===== config.mk =====
export PLATFORM = sky130hd
export DESIGN_NAME = imem_uart_loader
export DESIGN_NICKNAME = d
export VERILOG_FILES = /design/src/rtl/imem_loader_pkg.sv /design/src/rtl/uart_rx_byte.sv /design/src/rtl/imem_uart_loader.sv
export SDC_FILE = /design/constraint.sdc
export NUM_CORES = 1
export LEC_CHECK = 0
export ABC_CLOCK_PERIOD_IN_PS = 3150
export BUFFER_PORTS_ARGS = -buffer_cell sky130_fd_sc_hd__buf_2
export CAP_MARGIN = 10
export CORE_MARGIN = 2
export CORE_UTILIZATION = 63
export CTS_CLUSTER_DIAMETER = 30
export DETAILED_ROUTE_END_ITERATION = 7
export PLACE_DENSITY = 0.84
export REMOVE_ABC_BUFFERS = 1
export SKIP_LAST_GASP = 1
export SLEW_MARGIN = 20
export SYNTH_ARGS = -nofsm -noshare
export SYNTH_HDL_FRONTEND = slang
export SYNTH_SLANG_ARGS = --single-unit

===== constraint.sdc =====
create_clock -name clk -period 3.15 [get_ports clk]
set_input_delay 0.63 -clock clk [delete_from_list [all_inputs] [get_ports clk]]
set_output_delay 0.63 -clock clk [all_outputs]
set_load 0.03 [all_outputs]

===== src/rtl/imem_loader_pkg.sv =====
// Shared constants, state encodings and bit-timing helper for the UART instruction-memory loader.
// Build option: LOADER_CHECKSUM_EN adds the trailing XOR checksum byte and its CSUM state.
package imem_loader_pkg;

   localparam logic [7:0] LOADER_SYNC = 8'hA5;

   typedef enum logic [1:0] {IDLE, LEN, DATA, CSUM} loader_state_t;

   typedef enum logic [1:0] {RX_IDLE, RX_START, RX_BITS, RX_STOP} rx_state_t;

   function automatic int clks_per_bit(input int clk_mhz, input int baud_rate);
      return (clk_mhz * 1_000_000) / baud_rate;
   endfunction

endpackage


===== src/rtl/uart_rx_byte.sv =====
// 8N1 UART byte receiver: 2-flop synchronizer, falling-edge start detect, mid-bit sampling.
// byte_valid / frame_err are single-cycle pulses one cycle after the stop-bit sample.
module uart_rx_byte
   import imem_loader_pkg::*;
#(
   parameter int CPB = 434
) (
   input  logic       clk,
   input  logic       rst,
   input  logic       rx,
   output logic       byte_valid,
   output logic [7:0] byte_data,
   output logic       frame_err
);

   localparam int CW = $clog2(CPB + 1);
   localparam logic [CW-1:0] HALF_LAST = CW'(CPB / 2 - 1);
   localparam logic [CW-1:0] FULL_LAST = CW'(CPB - 1);

   logic            rx_meta, rx_sync, rx_prev;
   rx_state_t       st_q, st_n;
   logic [CW-1:0]   cnt_q, cnt_n;
   logic [2:0]      bit_q, bit_n;
   logic [7:0]      sh_q, sh_n;
   logic            bv_n, fe_n;

   always_ff @(posedge clk or negedge rst) begin
      if (!rst) begin
         rx_meta    <= 1'b1;
         rx_sync    <= 1'b1;
         rx_prev    <= 1'b1;
         st_q       <= RX_IDLE;
         cnt_q      <= '0;
         bit_q      <= '0;
         sh_q       <= '0;
         byte_valid <= 1'b0;
         frame_err  <= 1'b0;
      end else begin
         rx_meta    <= rx;
         rx_sync    <= rx_meta;
         rx_prev    <= rx_sync;
         st_q       <= st_n;
         cnt_q      <= cnt_n;
         bit_q      <= bit_n;
         sh_q       <= sh_n;
         byte_valid <= bv_n;
         frame_err  <= fe_n;
      end
   end

   always_comb begin
      st_n  = st_q;
      cnt_n = cnt_q;
      bit_n = bit_q;
      sh_n  = sh_q;
      bv_n  = 1'b0;
      fe_n  = 1'b0;
      case (st_q)
         RX_IDLE: begin
            cnt_n = '0;
            bit_n = '0;
            if (rx_prev && !rx_sync) st_n = RX_START;
         end
         RX_START: begin
            // a start bit that is high again at half period was line noise
            if (cnt_q == HALF_LAST) begin
               cnt_n = '0;
               st_n  = rx_sync ? RX_IDLE : RX_BITS;
            end else begin
               cnt_n = cnt_q + 1'b1;
            end
         end
         RX_BITS: begin
            if (cnt_q == FULL_LAST) begin
               cnt_n = '0;
               sh_n  = {rx_sync, sh_q[7:1]};
               bit_n = bit_q + 1'b1;
               if (bit_q == 3'd7) st_n = RX_STOP;
            end else begin
               cnt_n = cnt_q + 1'b1;
            end
         end
         RX_STOP: begin
            if (cnt_q == FULL_LAST) begin
               cnt_n = '0;
               st_n  = RX_IDLE;
               bv_n  = rx_sync;
               fe_n  = !rx_sync;
            end else begin
               cnt_n = cnt_q + 1'b1;
            end
         end
         default: st_n = RX_IDLE;
      endcase
   end

   assign byte_data = sh_q;

endmodule


===== src/rtl/imem_uart_loader.sv =====
// Frame parser that writes a UART-delivered program image into instruction RAM and holds the CPU meanwhile.
// Build option: LOADER_CHECKSUM_EN (frame ends with XOR checksum of the data bytes).
module imem_uart_loader
   import imem_loader_pkg::*;
#(
   parameter int clk_mhz   = 50,
   parameter int baud_rate = 115200,
   parameter int SIZE      = 64,
   parameter int w_addr    = $clog2(SIZE)
) (
   input  logic              clk,
   input  logic              rst,
   input  logic              uart_rx,
   output logic              imem_we,
   output logic [w_addr-1:0] imem_wa,
   output logic [31:0]       imem_wd,
   output logic              cpu_hold,
   output logic              busy,
   output logic              done,
   output logic              err
);

   localparam int CPB = clks_per_bit(clk_mhz, baud_rate);

   logic       byte_valid, frame_err;
   logic [7:0] byte_data;

   uart_rx_byte #(.CPB(CPB)) u_rx (
      .clk        (clk),
      .rst        (rst),
      .rx         (uart_rx),
      .byte_valid (byte_valid),
      .byte_data  (byte_data),
      .frame_err  (frame_err)
   );

   loader_state_t     st_q, st_n;
   logic [7:0]        n_q, n_n;
   logic [7:0]        wcnt_q, wcnt_n;
   logic [1:0]        idx_q, idx_n;
   logic [23:0]       word_q, word_n;
   logic [w_addr-1:0] wa_q, wa_n;
   logic [31:0]       wd_q, wd_n;
   logic              we_q, we_n;
   logic              done_q, done_n;
   logic              err_q, err_n;
   logic              hold_q, hold_n;
`ifdef LOADER_CHECKSUM_EN
   logic [7:0]        csum_q, csum_n;
`endif

   always_ff @(posedge clk or negedge rst) begin
      if (!rst) begin
         st_q   <= IDLE;
         n_q    <= '0;
         wcnt_q <= '0;
         idx_q  <= '0;
         word_q <= '0;
         wa_q   <= '0;
         wd_q   <= '0;
         we_q   <= 1'b0;
         done_q <= 1'b0;
         err_q  <= 1'b0;
         hold_q <= 1'b0;
`ifdef LOADER_CHECKSUM_EN
         csum_q <= '0;
`endif
      end else begin
         st_q   <= st_n;
         n_q    <= n_n;
         wcnt_q <= wcnt_n;
         idx_q  <= idx_n;
         word_q <= word_n;
         wa_q   <= wa_n;
         wd_q   <= wd_n;
         we_q   <= we_n;
         done_q <= done_n;
         err_q  <= err_n;
         hold_q <= hold_n;
`ifdef LOADER_CHECKSUM_EN
         csum_q <= csum_n;
`endif
      end
   end

   always_comb begin
      st_n   = st_q;
      n_n    = n_q;
      wcnt_n = wcnt_q;
      idx_n  = idx_q;
      word_n = word_q;
      wa_n   = wa_q;
      wd_n   = wd_q;
      we_n   = 1'b0;
      done_n = done_q;
      err_n  = err_q;
      hold_n = hold_q;
`ifdef LOADER_CHECKSUM_EN
      csum_n = csum_q;
`endif
      // address advances the cycle after its strobe so wa is stable while we is high
      if (we_q) wa_n = wa_q + 1'b1;
      case (st_q)
         IDLE: begin
            if (byte_valid && byte_data == LOADER_SYNC) begin
               st_n   = LEN;
               hold_n = 1'b1;
               done_n = 1'b0;
               err_n  = 1'b0;
            end
         end
         LEN: begin
            if (frame_err) begin
               err_n = 1'b1;
               st_n  = IDLE;
            end else if (byte_valid) begin
               if (byte_data == 8'd0 || int'(byte_data) > SIZE) begin
                  err_n = 1'b1;
                  st_n  = IDLE;
               end else begin
                  n_n    = byte_data;
                  wa_n   = '0;
                  idx_n  = '0;
                  wcnt_n = '0;
                  st_n   = DATA;
`ifdef LOADER_CHECKSUM_EN
                  csum_n = '0;
`endif
               end
            end
         end
         DATA: begin
            if (frame_err) begin
               err_n = 1'b1;
               st_n  = IDLE;
            end else if (byte_valid) begin
               idx_n = idx_q + 1'b1;
`ifdef LOADER_CHECKSUM_EN
               csum_n = csum_q ^ byte_data;
`endif
               // lanes 0..2 accumulate by right shift; lane 3 completes the word
               if (idx_q == 2'd3) begin
                  we_n   = 1'b1;
                  wd_n   = {byte_data, word_q};
                  wcnt_n = wcnt_q + 8'd1;
`ifdef LOADER_CHECKSUM_EN
                  if (wcnt_n == n_q) st_n = CSUM;
`endif
               end else begin
                  word_n = {byte_data, word_q[23:8]};
               end
            end
`ifndef LOADER_CHECKSUM_EN
            else if (we_q && wcnt_q == n_q) begin
               done_n = 1'b1;
               hold_n = 1'b0;
               st_n   = IDLE;
            end
`endif
         end
`ifdef LOADER_CHECKSUM_EN
         CSUM: begin
            if (frame_err) begin
               err_n = 1'b1;
               st_n  = IDLE;
            end else if (byte_valid) begin
               st_n = IDLE;
               if (byte_data == csum_q) begin
                  done_n = 1'b1;
                  hold_n = 1'b0;
               end else begin
                  err_n = 1'b1;
               end
            end
         end
`endif
         default: st_n = IDLE;
      endcase
   end

   assign imem_we  = we_q;
   assign imem_wa  = wa_q;
   assign imem_wd  = wd_q;
   assign cpu_hold = hold_q;
   assign busy     = (st_q != IDLE);
   assign done     = done_q;
   assign err      = err_q;

endmodule


Yosys cells after proc, flatten, opt, wreduce, memory -nomap -nowiden
Index checks and enable logic that the tools add are counted. Widths: inputs -> output; s select.

Logic and storage cells: 145. Flip-flop bits (word level): 113. Output and inout bits: 43. Input port bits: 3.

Order comparisons: 1. Add/subtract/negate cells: 5. Mux-type cells: 61. Equality and inequality tests: 30. Reductions and logical operators: 25. Bitwise operators: 3.

Operator list (count): $mux 8 (6); $mux 2 (18); $mux 6 (5); $pmux 9 s3 (1); $mux 1 (20); $mux 9 (2); $ne 2x1->1 const B (8); $pmux 8 s2 (1); $reduce_and 4->1 (4); $reduce_and 5->1 (3); $ne 2x2->1 const B (7); $add 9x1->9 const B (1); $eq 9x8->1 const B (1); $eq 9x9->1 const B (1); $add 8x1->8 const B (1); $eq 2x2->1 const B (4); $eq 8x8->1 (1); $eq 8x8->1 const B (1); $gt 8x7->1 const B (1); $logic_not 8->1 (1); $pmux 2 s4 (1); $reduce_bool 2->1 (4); $reduce_and 7->1 (1); $add 6x1->6 const B (1); other kinds (22) (31).

Logic depth before layout (Yosys ltp)
Gate-level depths: netlist of the first run.

Depth in word-level cells: 6. Depth in mapped cells: 8. Depth with buffers taken out: 7.

Modules after synthesis
From an unflattened synthesis of the first run, not the netlist that was laid out.

Cells, all modules: 389. Area, all modules: 5063.6 um^2.

Modules (own cells, without submodules): imem_uart_loader (instances 1, cells an instance 283, area an instance 3773.6 um^2, seq. area each 2152.1 um^2); uart_rx_byte (instances 1, cells an instance 106, area an instance 1290.0 um^2, seq. area each 679.4 um^2).

Worst setup path before layout of the first run
No wires, ideal clock.

Path type: reg-to-reg. From: register idx_q[0]. To: register word_q[10]. Slack: 1.097 ns. Required time: 3.025 ns. Path buffers: 2. Period minus slack after synthesis: 2.053 ns. Setup time: 0.125 ns. Arrival: 1.928 ns. Cell stages (with the launch flop): 7. Cells stage by stage: dfrtp_1 -> ha_1 -> nand2b_1 -> clkbuf_1 -> nor2_1 -> clkbuf_1 -> mux2_2.

Cells in the longest elaborated chain, start to end: 3.

RTL lines: start, declared (line imem_uart_loader.sv:40) `logic [1:0] idx_q, idx_n;`; start signal, assigned (line imem_uart_loader.sv:72) `idx_q <= idx_n;`; $eq 2x2->1 (line imem_uart_loader.sv:142) `if (idx_q == 2'd3) begin`; $not 1->1 (no source line); $reduce_and 4->1 (no source line); end signal, assigned (line imem_uart_loader.sv:73) `word_q <= word_n;`; end, declared (line imem_uart_loader.sv:41) `logic [23:0] word_q, word_n;`.

No other way between the ends. A chain may end at the register's enable or synchronous reset.

Final worst setup path of the first run
From: register u_rx.sh_q[0] (netlist: u_rx.byte_data[0]). To: register wcnt_q[7].

Cells in the longest elaborated chain, start to end: 4. Elaborated cells on any way between the ends: 5. Classes of those cells: order compare (1); eq/ne (1); reduce/logical (3).

RTL lines: start, declared (line uart_rx_byte.sv:24) `logic [7:0] sh_q, sh_n;`; start signal, assigned (line uart_rx_byte.sv:45) `sh_q <= sh_n;`; $gt 8x7->1 or $logic_not 8->1 (tied branches) (line imem_uart_loader.sv:117) `if (byte_data == 8'd0 || int'(byte_data) > SIZE) begin`; $logic_or 1x1->1 * (line imem_uart_loader.sv:117); $ne 2x2->1 (no source line) *; $reduce_and 7->1 (no source line) *; end signal, assigned (line imem_uart_loader.sv:71) `wcnt_q <= wcnt_n;`; end, declared (line imem_uart_loader.sv:39) `logic [7:0] wcnt_q, wcnt_n;`.

Every way passes the cells marked *; elsewhere a longest branch is shown, timed or not.

==> results.md, run 1 <==
- Status: completed
- MaxCap Viol Count: 0
- Final setup violation count: 0
- Die W: 91.52 um
- Min Tclk post-route: 2329 ps
- GR Overflow Total: 0
- Cell variety after synth: 44
- Post-CTS setup buffers: 0
- Critical Path AT: ~2700 ps
- Insertion delay to the later sink of the worst-skew pair: approximately 500 ps
- Max FO, Critical Path: 8
- Layout cells sized above 1: 0.2634
- Syn Inst Count: 438
- R2R Path Start: u_rx.byte_data[0]
- Power per cell area: 603.8 mW/mm^2
- Antenna Diode Count: 0
- Buffers added on ports: 45
- Post-Route WL: 9976 um
- Worst clock skew: 13.10 ps
- Vias: about 3.4k
- Largest net degree at the start of global routing: 60
- Leak pwr: 3.066 nW
- DPL Wire Length: 6066 um
- Post-synth EDFFs: 0
- First-pass GRT wire length: 17000 um
- FP Rows: 31
- Sum Neg Setup Slack: 0 ps
- Reg clk slew, reported paths: 50 ps
- Biggest area consumer among synthesized cells: dfrtp_1
- Fin nets: 507
- Hold buffers post-CTS: 0
- RSZ-0062 raised after global routing: no
- Antenna Nets Post-Route: 0
- Resize count post-CTS: 0
- Final slew viol count: 0
- Warnings from Yosys: 0
- Top-area cell type share of the netlist area: 0.5704
- DR vias/cell: 5.684
- Num CTS Buffers: 17
- Leading post-synthesis cells by cell area: dfrtp_1 57%, mux2_2 9.8%, nand2_1 8.3%, ha_1 2.9%, xor2_1 2.4%
- DR WL/cell: 16.52 um
- Endpoints failing hold: 0
- VDD IR max: 556.1 uV
- Die Area: 0.008376 sq mm
- Tot GR Track Use: 0.2625
- Commonest non-fill, non-tap cell in the layout: dfrtp_1
- Fin crit share: 0.7393
- Worst-case reg-to-reg path depth: 5
- Least-Margin Pin Slew: 744.8 ps
- Rel. slew slack: 0.5034
- CP required: roughly 3600 ps
- Initial DRT Pass Iterations: 4
- Fmax: 429.4 MHz
- Ys async rst share: 1.000
- Vias in the first global route: about 3.5k
- Core Region: 0.007331 sq mm
- DRT iter0 DRCs: 229
- Area grow syn2layout: 19.24%
- Max clock buf depth: 2
- Die Ht: 91.52 um
- Reg-to-reg slack, setup: roughly 800 ps
- # IOs: 46
- Synth Flop Type: dfrtp_1
- Total power: ~3.5 mW
- Worst reg2reg path endpoint: wcnt_q[7]
- Critical path startpoint category: flip-flop
- #FFs+latches synth: roughly 110
- Synthesized cell area: around 0.0048 sq mm
- CTS tree: yes
- Class of the worst hold path: primary input to async pin
- Critical path class: flip-flop to flip-flop
- Post-synthesis sequential area ratio: 0.5867
- Initial Util: 0.6583
- GPL Wtd Cong: 0.8943
- CP endpoint kind: flip-flop
- DRC: 0
- Clock root buffer: clkbuf_8
- Initial antenna violation count: 0
- H-tree depth: 4
- CTS sink cnt: 113
- Most frequent cells in the layout: 110 x dfrtp_1, 107 x nand2_1, 44 x buf_2
- Avg Cell Area, Syn: 11.02 sq um
-- worst max-delay path by stage --
| stage | from | end | slack (ps) |
|---|---|---|---|
| 6_report | u_rx.byte_data[0] | wcnt_q[7] | 820 |
| 5_1_grt | u_rx.byte_data[0] | wcnt_q[7] | 620 |
| 4_1_cts | st_q[1] | wcnt_q[7] | 830 |
| 3_5_place_dp | u_rx.cnt_q[0] | flip-flop | 910 |
| 3_3_place_gp | u_rx.cnt_q[0] | flip-flop | 950 |
| 2_1_floorplan | st_q[0] | word_q[0] | 580 |
-- state kept, by name (all words and copies together) (netlist names), 2 cells and up, named ones only --
register,cells
u_rx.byte_data,8
imem_wd,32
u_rx.cnt_q,9
word_q,24
wcnt_q,8
u_rx.bit_q,3
st_q,2
imem_wa,6
n_q,8
idx_q,2
-- synthesized netlist by cell type (6+ instances only) --
library cell / instances
clkbuf_1: 11
a21oi_1: 10
nor3_1: 6
ha_1: 11
nand3_1: 9
inv_1: 13
a31oi_1: 6
o21ai_0: 8
dfrtp_1: 110
nor2_1: 26
xnor2_1: 6
mux2_2: 42
nand2_1: 107
xor2_1: 13
-- per-layer routing --
metal  global-route usage  vias to the layer above  share of wire
li1                     -                     1600              -
met1               0.3299                     1733           0.42
met2               0.4228                       85           0.52
met3              0.08299                       15          0.042
met4               0.1086                        0          0.016
met5                    0                        -              0
-- cell families after synthesis --
kind of cell / share of synthesized area
XOR/XNOR: 0.03448
AO/OA/AOI/OAI: 0.06067
flip-flops: 0.5867
AND/OR/NAND/NOR: 0.1665
adder cells (fa/ha/maj): 0.02852
multiplexers: 0.1022
buffers and inverters: 0.02100
-- where the power goes --
part	internal (mW)	total, mW	switching [mW]	leakage (nW)
logic	0.0476	0.138	0.0909	1.22
clock network	1.20	1.83	0.626	0.284
registers	1.48	1.51	0.0277	1.57
total	2.73	3.47	0.744	3.07
-- stage by stage --
stage,hold WS (ps),utilization,setup WS (ps),cell area (sq um),instances
2_1_floorplan,334.4,-,577.9,4777,425
3_3_place_gp,346.7,0.7058,948.9,5174,573
3_5_place_dp,349.1,0.7058,905.4,5174,573
4_1_cts,198.3,0.7849,833.4,5754,604
5_1_grt,188.1,0.7849,616.6,5754,604
6_report,189.4,0.7849,821.1,5754,604
-- cell type report --
type                            count  area (sq um)
Clock buffer                       23         476.7
Clock inverter                      8         103.9
Fill cell                         418          1577
Inverter                           14         52.55
Multi-Input combinational cell    298          1896
Sequential cell                   113          2831
Tap cell                           99         123.9
Timing Repair Buffer               49         270.3
-- critical path, cell delays in order (launching register included) --
cell	delay [ps]
dfrtp_1	460
nor3_1	370
nand4_1	310
a31o_2	380
or4_1	520
a21oi_1	200
Note: power is estimated with default switching activity, not from simulation.
==> inputs of run 2 (changes only) <==
--- a/config.mk
+++ b/config.mk
@@ -5,14 +5,15 @@
 export SDC_FILE = /design/constraint.sdc
 export NUM_CORES = 1
 export LEC_CHECK = 0
-export ABC_CLOCK_PERIOD_IN_PS = 3150
+export ABC_AREA = 1
+export ABC_CLOCK_PERIOD_IN_PS = 2050
 export BUFFER_PORTS_ARGS = -buffer_cell sky130_fd_sc_hd__buf_2
 export CAP_MARGIN = 10
 export CORE_MARGIN = 2
-export CORE_UTILIZATION = 63
+export CORE_UTILIZATION = 53
 export CTS_CLUSTER_DIAMETER = 30
 export DETAILED_ROUTE_END_ITERATION = 7
-export PLACE_DENSITY = 0.84
+export PLACE_DENSITY = 0.75
 export REMOVE_ABC_BUFFERS = 1
 export SKIP_LAST_GASP = 1
 export SLEW_MARGIN = 20
==> constraint.sdc (replaced) <==
create_clock -name clk -period 2.05 [get_ports clk]
set_input_delay 0.41 -clock clk [delete_from_list [all_inputs] [get_ports clk]]
set_output_delay 0.41 -clock clk [all_outputs]
set_load 0.03 [all_outputs]
==> results.md, run 2 <==
- Cell variety after synth: 36
- CP endpoint kind: output pin
- DR WL/cell: 12.51 um
- Post-synthesis sequential area ratio: 0.5617
- CTS sink cnt: 113
- Fmax: between 500 and 600 MHz
- Min Tclk post-route: 1924 ps
- Power per cell area: between 900 and 1000 mW/mm^2
- Synthesized cell area: ~0.005 sq mm
- Post-CTS setup buffers: 0
- Critical Path AT: ~1500 ps
- DRC: 0
- Die Ht: 101.5 um
- H-tree depth: 4
- Initial Util: 0.5456
- Area grow syn2layout: 19.46%
- Ys async rst share: 1.000
- DR vias/cell: 5.070
- Hold Path Stages: 0
- GPL Wtd Cong: just over 0.9
- Post-Route WL: a little under 10000 um
- Dpl ws: 276.7 ps
- Final setup violation count: 0
- Reg clk slew, reported paths: ~50 ps
- DPL Wire Length: 6558 um
- DRT iter0 DRCs: between 200 and 250
- Finished Layout Cells: 770
- Clock root buffer: clkbuf_8
- Area after DPL: 0.005423 sq mm
- Critical path startpoint category: flip-flop
- Layout cells sized above 1: 0.1778
- Final slew viol count: 0
- Synth Flop Type: dfrtp_1
- Rel. slew slack: 0.6464
- Most frequent cells in the layout: 168 x nand2_1, 110 x dfrtp_1, 63 x inv_1
- VDD IR max: roughly 470 uV
- Least-Margin Pin Slew: 528.4 ps
- Top cells by count, synth: 168 x nand2_1, 110 x dfrtp_1, 63 x inv_1
- Antenna Diode Count: 0
- Endpoints failing hold: 0
- Avg Cell Area, Syn: approximately 9 sq um
- CP required: about 1600 ps
- Fin nets: 643
- Buffers added on ports: 45
- Worst-case reg-to-reg path depth: 9
- #FFs+latches synth: 113
- WHS: 356.2 ps
- Commonest non-fill, non-tap cell in the layout: nand2_1
- MaxCap Viol Count: 0
- Leak pwr: 2.961 nW
- R2R Path Start: st_q[0]
- Insertion delay to the later sink of the worst-skew pair: 510 ps
- FP Rows: 35
- Initial DRT Pass Iterations: 4
- Top-area cell type share of the netlist area: 0.5460
- Status: completed
- Die Area: 0.01031 sq mm
- Post-synth EDFFs: 0
- Largest register FFs: 32
- Seq. cell area: 0.002831 sq mm
- Area occupied by multi-input gates: roughly 0.0019 sq mm
- Warnings from Yosys: 0
- Placed Cells: ~740
- CTS tree: yes
- Tot GR Track Use: 0.2070
- Die W: ~100 um
- Total power: about 5.5 mW
- Fin crit share: 0.9384
- Num CTS Buffers: 17
- Post-route cell area: about 0.0060 sq mm
- RSZ-0062 raised after global routing: no
- Leading post-synthesis cells by cell area: dfrtp_1 55%, nand2_1 13%, o21ai_0 6.0%, inv_1 4.7%, ha_1 2.7%
- # IOs: 46
- Antenna Nets Post-Route: 0
- Reg-to-reg slack, setup: 270 ps
- Worst reg2reg path endpoint: imem_wd[4]
- Max clock buf depth: 2
- Critical path class: flip-flop to output pin
- FILL cells: between 700 and 800
- First-pass GRT wire length: 16660 um
- Vias: 3904
- Syn Inst Count: 573
- Biggest area consumer among synthesized cells: dfrtp_1
- Max FO, Critical Path: 5
- Class of the worst hold path: flip-flop to flip-flop
- Core Region: 0.009240 sq mm
- Initial antenna violation count: 0
- Most frequent cell after synthesis: nand2_1
- Min-delay src: u_rx.rx_meta
- Final WS setup: 126.3 ps
- Hold path endpoint: u_rx.rx_sync
- Resize count post-CTS: 0
- Worst clock skew: 6.491 ps
- Largest net degree at the start of global routing: between 50 and 60
- Vias in the first global route: 3755
- GR Overflow Total: 0
run 2: cell count changes in the layout (fill, tap and decap cells not counted), sizes merged, moves of 4 or more:
cell,change
xor2,-9
nand4,+6
and2,-4
nand3b,+4
nand3,+13
xnor2,-4
nand2b,-5
mux2,-42
inv,+55
nor2,+12
nand2,+65
o21ai,+74
a31oi,-6
run 2: area by class of cell:
| cell class | count | area share |
|---|---|---|
| clock buffer | 22 | 0.07854 |
| clock inverter | 9 | 0.01766 |
| inverter | 69 | 0.04301 |
| multi-input combinational | 375 | 0.3110 |
| sequential | 113 | 0.4702 |
| tap | 129 | 0.02680 |
| timing repair buffer | 53 | 0.05277 |
run 2: power breakdown:
group | switching [mW] | total, mW | internal, mW
Clock | 0.969 | 2.81 | 1.84
Combinational | 0.206 | 0.302 | 0.0958
Sequential | 0.0580 | 2.34 | 2.28
Total | 1.23 | 5.45 | 4.22
run 2: repair_timing:
item,4_1_cts,5_1_grt
hold buffers,2,0
setup endpoints to repair,0,0
hold endpoints to repair,34,0
run 2: how the worst max path moves through the flow:
stage            start          to  slack (ps)
2_1_floorplan  st_q[0]  imem_wd[0]        -410
3_3_place_gp   st_q[0]  imem_wd[0]         370
3_5_place_dp   st_q[0]  imem_wd[7]         280
4_1_cts        st_q[0]        busy         100
5_1_grt        st_q[0]        busy          30
6_report       st_q[0]        busy         130
run 2: logic make-up after synthesis:
| logic type | synth area share |
|---|---|
| DFF | 0.5617 |
| adders and majority gates | 0.02730 |
| xor gates and xnor gates | 0.01042 |
| buffers and inverters | 0.06776 |
| AOI/OAI and AO/OA | 0.1082 |
| and+or+nand+nor | 0.2246 |
run 2: critical path, stage by stage (launching register included):
cell and delay, ps:
dfrtp_1 380, inv_1 100, ha_1 250, inv_1 100, buf_2 180
run 2: stage by stage:
step | setup TNS, ps | utilization
floorplan | -11900 | -
detailed placement | 0 | 0.5869
CTS | 0 | 0.6517
global route | 0 | 0.6517
global placement | 0 | 0.5869
finish | 0 | 0.6517
run 2: routing by layer:
layer | track usage | wire length, um
met1 | 0.2666 | 4461
met2 | 0.3350 | 4607
met5 | 0 | 0
met4 | 0.08108 | 146
met3 | 0.05590 | 417
